$ cat src/rtl/forwarding_unit.sv
// rtl/forwarding_unit.sv - execute-stage operand forwarding and load-use hazard unit
module forwarding_unit #(
  parameter int STALL_CNT_W = 16
) (
  input  logic                   clk,
  input  logic                   rst_n,
  input  logic                   flush,
  input  logic                   id_valid,
  input  logic [2:0]             id_src1,
  input  logic [2:0]             id_src2,
  input  logic                   id_uses_src1,
  input  logic                   id_uses_src2,
  input  logic                   id_imm,
  input  logic [2:0]             id_dest,
  input  logic                   id_writes_reg,
  input  logic                   id_is_load,
  input  logic                   id_is_in,
  output logic [2:0]             alu_src1_select,
  output logic [2:0]             alu_src2_select,
  output logic                   stall,
  output logic [STALL_CNT_W-1:0] stall_count
);

  localparam logic [2:0] SEL_WB       = 3'b000;
  localparam logic [2:0] SEL_EXMEM    = 3'b001;
  localparam logic [2:0] SEL_RF       = 3'b010;
  localparam logic [2:0] SEL_EXMEM_IN = 3'b011;
  localparam logic [2:0] SEL_MEMWB_IN = 3'b100;

  typedef struct packed {
    logic       valid;
    logic [2:0] dest;
    logic       writes_reg;
    logic       is_load;
    logic       is_in;
  } slot_t;

  slot_t                   ex_q, mem_q, wb_q, ex_d;
  logic [2:0]              sel1_q, sel2_q, sel1_d, sel2_d;
  logic [STALL_CNT_W-1:0]  cnt_q, cnt_d;
  logic                    use2, hazard, issue;
  logic                    unused_slot_bits;

  // Current EX slot is MEM when the consumer executes; current MEM slot is WB.
  function automatic logic [2:0] fwd_sel(input logic used, input logic [2:0] src,
                                         input slot_t ex, input slot_t mem);
    logic [2:0] sel;
    sel = SEL_RF;
    if (used) begin
      if (ex.valid && ex.writes_reg && !ex.is_load && ex.dest == src)
        sel = ex.is_in ? SEL_EXMEM_IN : SEL_EXMEM;
      else if (mem.valid && mem.writes_reg && mem.dest == src)
        sel = mem.is_in ? SEL_MEMWB_IN : SEL_WB;
    end
    return sel;
  endfunction

  assign use2   = id_uses_src2 & ~id_imm;
  assign hazard = id_valid & ex_q.valid & ex_q.writes_reg & ex_q.is_load &
                  ((id_uses_src1 & (ex_q.dest == id_src1)) |
                   (use2 & (ex_q.dest == id_src2)));
  assign stall  = hazard & ~flush;
  assign issue  = id_valid & ~stall & ~flush;

  always_comb begin
    ex_d   = '0;
    sel1_d = SEL_RF;
    sel2_d = SEL_RF;
    if (issue) begin
      ex_d   = '{valid: 1'b1, dest: id_dest, writes_reg: id_writes_reg,
                 is_load: id_is_load, is_in: id_is_in};
      sel1_d = fwd_sel(id_uses_src1, id_src1, ex_q, mem_q);
      sel2_d = fwd_sel(use2, id_src2, ex_q, mem_q);
    end
    cnt_d = cnt_q;
    if (stall && cnt_q != {STALL_CNT_W{1'b1}})
      cnt_d = cnt_q + 1'b1;
  end

  always_ff @(posedge clk) begin
    if (!rst_n) begin
      ex_q   <= '0;
      mem_q  <= '0;
      wb_q   <= '0;
      sel1_q <= SEL_RF;
      sel2_q <= SEL_RF;
      cnt_q  <= '0;
    end else begin
      ex_q   <= ex_d;
      mem_q  <= ex_q;
      wb_q   <= mem_q;
      sel1_q <= sel1_d;
      sel2_q <= sel2_d;
      cnt_q  <= cnt_d;
    end
  end

  // WB slot is tracked for completeness but its producer reaches the register file directly.
  assign unused_slot_bits = ^{wb_q, mem_q.is_load};

  assign alu_src1_select = sel1_q;
  assign alu_src2_select = sel2_q;
  assign stall_count     = cnt_q;

endmodule
$ cat config.mk
export PLATFORM = sky130hd
export DESIGN_NAME = forwarding_unit
export DESIGN_NICKNAME = d
export VERILOG_FILES = /design/src/rtl/forwarding_unit.sv
export SDC_FILE = /design/constraint.sdc
export NUM_CORES = 1
export LEC_CHECK = 0
export CORE_ASPECT_RATIO = 0.9
export CORE_MARGIN = 4
export CORE_UTILIZATION = 47
export CTS_CLUSTER_DIAMETER = 80
export DETAILED_ROUTE_END_ITERATION = 10
export PLACE_DENSITY = 0.78
export SLEW_MARGIN = 10
export SYNTH_ARGS = -nofsm -noshare
export SYNTH_HDL_FRONTEND = slang
export SYNTH_SLANG_ARGS = --single-unit
$ cat constraint.sdc
create_clock -name clk -period 2.36 [get_ports clk]
set_input_delay 0.59 -clock clk [delete_from_list [all_inputs] [get_ports clk]]
set_output_delay 0.59 -clock clk [all_outputs]
set_load 0.02 [all_outputs]
==> flow_metrics.py <==
metrics = {
    "setup_path": {
        "cp_max_fo": 2,
        "max_stage_delay_ns": 0.46,
        "startpoint": "id_uses_src2",
        "crit_family": "buffers and inverters",
        "crit_path_start_kind": "input port",
        "rrSetupSlack_ns": 0.33,
        "end_kind": "primary output",
        "r2r_end": "stall_count[0]$_SDFFE_PN0P_",
        "critPathKind": "input port to primary output",
        "cpMaxStageDelayCell": "clkdlybuf4s50_1",
        "worstPathRequired_ns": 1.77,
        "path_cells": "clkdlybuf4s50_1 > nor2b_2 > and4_4 > o21ai_2 > inv_1 > buf_4",
        "rr_worst_depth": 6,
        "critPathArrivalTime_ns": 1.72,
        "setup.worst_path.end": "stall",
        "r2r_start": "stall_count[12]$_SDFFE_PN0P_",
        "path_depth": 6,
        "cp_num_buf_inv": 3,
    },
    "sta": {
        "setup_violations": 0,
        "fmax_mhz": 432,
        "period_share": 0.981,
        "fin_tns_setup_ns": 0,
        "drv_slew": 0,
        "tightest_slew_ns": 0.425,
        "hold_slack_ns": 0.459,
        "final-hold-violation-count": 0,
        "timing.slew.headroom": 0.717,
        "fin_skew_ns": 0.00539,
        "min_period_ns": 2.31,
    },
    "outcome": {
        "status": "completed",
    },
    "cts": {
        "clkTransAtPathRegs_ns": 0.07,
        "cts_root_buf": "clkbuf_8",
        "clock_latency_ns": 0.30,
        "htreeDepth": 2,
        "cts_tree": "built",
        "clk_path_buf_depth": 2,
        "clock-sinks": 35,
        "numCtsBuffers": 5,
    },
    "logic_synthesis": {
        "synthFlopType": "dfxtp_1",
        "synth-seq-cells": 35,
        "ys_warn_count": 0,
        "ys_seq_area_frac": 0.452,
        "synthCells": 166,
        "synth_fp_nets": 186,
        "async_flop_share": 0,
        "avgSynthCellArea_um2": 9.34,
        "synth_cell_types": 37,
        "synth.cell_area_mm2": 0.00155,
        "synth_edf_count": 0,
    },
    "floorplanning": {
        "io_pins": 42,
        "core_mm2": 0.00311,
        "num_rows": 19,
        "die_area_mm2": 0.00428,
        "start_util": 0.498,
        "fp.dieW_um": 68.5,
        "die_h_um": 62.5,
    },
    "placement": {
        "io_buffers": 41,
        "routabilityCongestion": 0.870,
        "dp_hpwl_um": 2990,
    },
    "layout": {
        "final_core_util": 0.734,
        "antenna_cells": 0,
        "area_growth_syn_to_layout_pct": 47.5,
        "fillerInstances": 223,
        "nets": 251,
        "drive_above_1_share": 0.181,
    },
    "grt": {
        "grt_use_total": 0.215,
        "grt_pass1_vias": 1486,
        "grt_antenna_before_repair": 0,
        "grt_max_degree": 17,
        "grt_pass1_wl_um": 6910,
        "grt-ovfl-total": 0,
    },
    "power_and_ir_drop": {
        "pwr-share-clk": 0.406,
        "comb_power_share": 0.081,
        "p_per_area_mw_per_mm2": 512,
        "p_int_w": 0.000920,
        "swShare": 0.214,
        "p_switching_w": 0.000250,
        "peakVddDrop_uv": 363,
        "leakagePower_nw": 0.853,
        "seq_power_share": 0.513,
    },
    "drt": {
        "wl_per_cell_um": 15.1,
        "via_per_inst": 5.48,
        "antenna_left": 0,
        "drt-initial-drc-count": 147,
        "dr.pass1.iters": 5,
        "drc": 0,
        "routed_wl_um": 4130,
        "routed-via-count": 1501,
    },
    "min_path": {
        "min_path_type": "flip-flop to flip-flop",
    },
    "run": {
        "max_cap_violations": 0,
    },
}
## flip-flops by register name, indices dropped and copies added (netlist names)
signal and count:
mem_q 6, alu_src2_select 3, stall_count 16, ex_q 7
alu_src1_select 3
## worst min-delay path by stage
stage | slack (ns) | startpoint | to | cells past startpoint
after CTS | 0.46 | ex_q[6]$_SDFF_PN0_ | mem_q[6]$_SDFF_PN0_ | 1
after global placement | 0.44 | ex_q[2]$_SDFF_PN0_ | mem_q[2]$_SDFF_PN0_ | 1
after detailed placement | 0.45 | ex_q[6]$_SDFF_PN0_ | mem_q[6]$_SDFF_PN0_ | 1
after floorplan | 0.43 | ex_q[2]$_SDFF_PN0_ | mem_q[2]$_SDFF_PN0_ | 1
final | 0.46 | ex_q[6]$_SDFF_PN0_ | mem_q[6]$_SDFF_PN0_ | 1
after global routing | 0.48 | ex_q[6]$_SDFF_PN0_ | mem_q[6]$_SDFF_PN0_ | 1
## power by group through the flow
stage	logic [W]	clock network (W)	registers [W]
floorplan	0.0000312	0	0.000612
global placement	0.0000860	0	0.000613
detailed placement	0.0000897	0	0.000613
CTS	0.0000913	0.000480	0.000600
global route	0.000103	0.000508	0.000601
finish	0.0000951	0.000475	0.000600
## per-layer routing
layer / vias to the layer above / share of wire / track usage
li1: 732 / - / -
met1: 710 / 0.44 / 0.251
met2: 46 / 0.48 / 0.341
met3: 13 / 0.046 / 0.0755
met4: 0 / 0.036 / 0.0993
met5: - / 0 / 0
## metrics by stage
step | cells | power [W] | area (um^2) | setup WS, ns
after floorplan | 166 | 0.000643 | 1550 | 0.422
after global placement | 265 | 0.000699 | 2140 | -0.560
after detailed placement | 265 | 0.000703 | 2140 | -0.640
after CTS | 274 | 0.00117 | 2260 | 0.0174
after global routing | 274 | 0.00121 | 2290 | -0.0217
final | 274 | 0.00117 | 2290 | 0.0454
## kinds of logic (layout without fill, tap and decap cells)
| kind of cell | Yosys count | after routing | share of synthesized area |
|---|---|---|---|
| buf+inv | 8 | 74 | 0.0250 |
| simple gates | 72 | 72 | 0.276 |
| fa+ha+maj | 1 | 1 | 0.00807 |
| flops | 35 | 35 | 0.452 |
| mux | 2 | 2 | 0.0129 |
| compound gates | 34 | 34 | 0.147 |
| xor+xnor | 14 | 14 | 0.0791 |
## cell type report
class                      count  area, um^2  share of cell area
multi-input combinational    123         851               0.372
sequential                    35         701               0.307
timing repair buffer          62         567               0.248
clock buffer                   8         100              0.0438
tap                           42        52.6              0.0230
inverter                       4        15.0             0.00657
## cells in the final DEF (no fill, tap or decap), drive strengths merged
master	instances
dlymetal6s2s	2
ha	1
a21oi	10
dfxtp	35
o31a	1
and3	3
and2	13
o21ai	10
nand3b	1
nand4	5
nor3b	1
a32oi	2
inv	4
xnor2	10
dlygate4sd2	3
nor4	2
nor2b	2
and4	5
o31ai	3
xor2	4
clkdlybuf4s50	34
o211ai	5
a31oi	1
buf	22
or4	1
o21a	1
o221ai	1
clkbuf	8
nor2	9
nand3	10
or3	10
nand2	7
mux2i	2
nand2b	2
clkdlybuf4s15	1
and4bb	1
## synth_stat cells, drive strengths merged (2+ instances only)
master | count | share of area
nand3 | 10 | 0.032
xor2 | 4 | 0.023
nand4 | 5 | 0.020
o31ai | 3 | 0.015
and4 | 5 | 0.029
nor2b | 2 | 0.0081
mux2i | 2 | 0.013
o21ai | 10 | 0.032
and3 | 3 | 0.012
dfxtp | 35 | 0.45
or3 | 10 | 0.041
nor4 | 2 | 0.0081
o211ai | 5 | 0.024
buf | 2 | 0.010
nor2 | 9 | 0.022
inv | 4 | 0.0097
and2 | 13 | 0.053
nand2 | 7 | 0.017
a21oi | 10 | 0.032
a32oi | 2 | 0.011
clkbuf | 2 | 0.0048
nand2b | 2 | 0.0081
xnor2 | 10 | 0.056
## what timing repair did
| action | 4_1_cts | 5_1_grt |
|---|---|---|
| hold buffers | 0 | 0 |
| resized for setup | 13 | 8 |
| buffers inserted | 1 | 0 |
| endpoints found under the setup margin | 1 | 2 |
| cloned | 0 | 0 |
| pin swaps | 2 | 0 |
No activity file was read; power rests on OpenSTA's default activity.
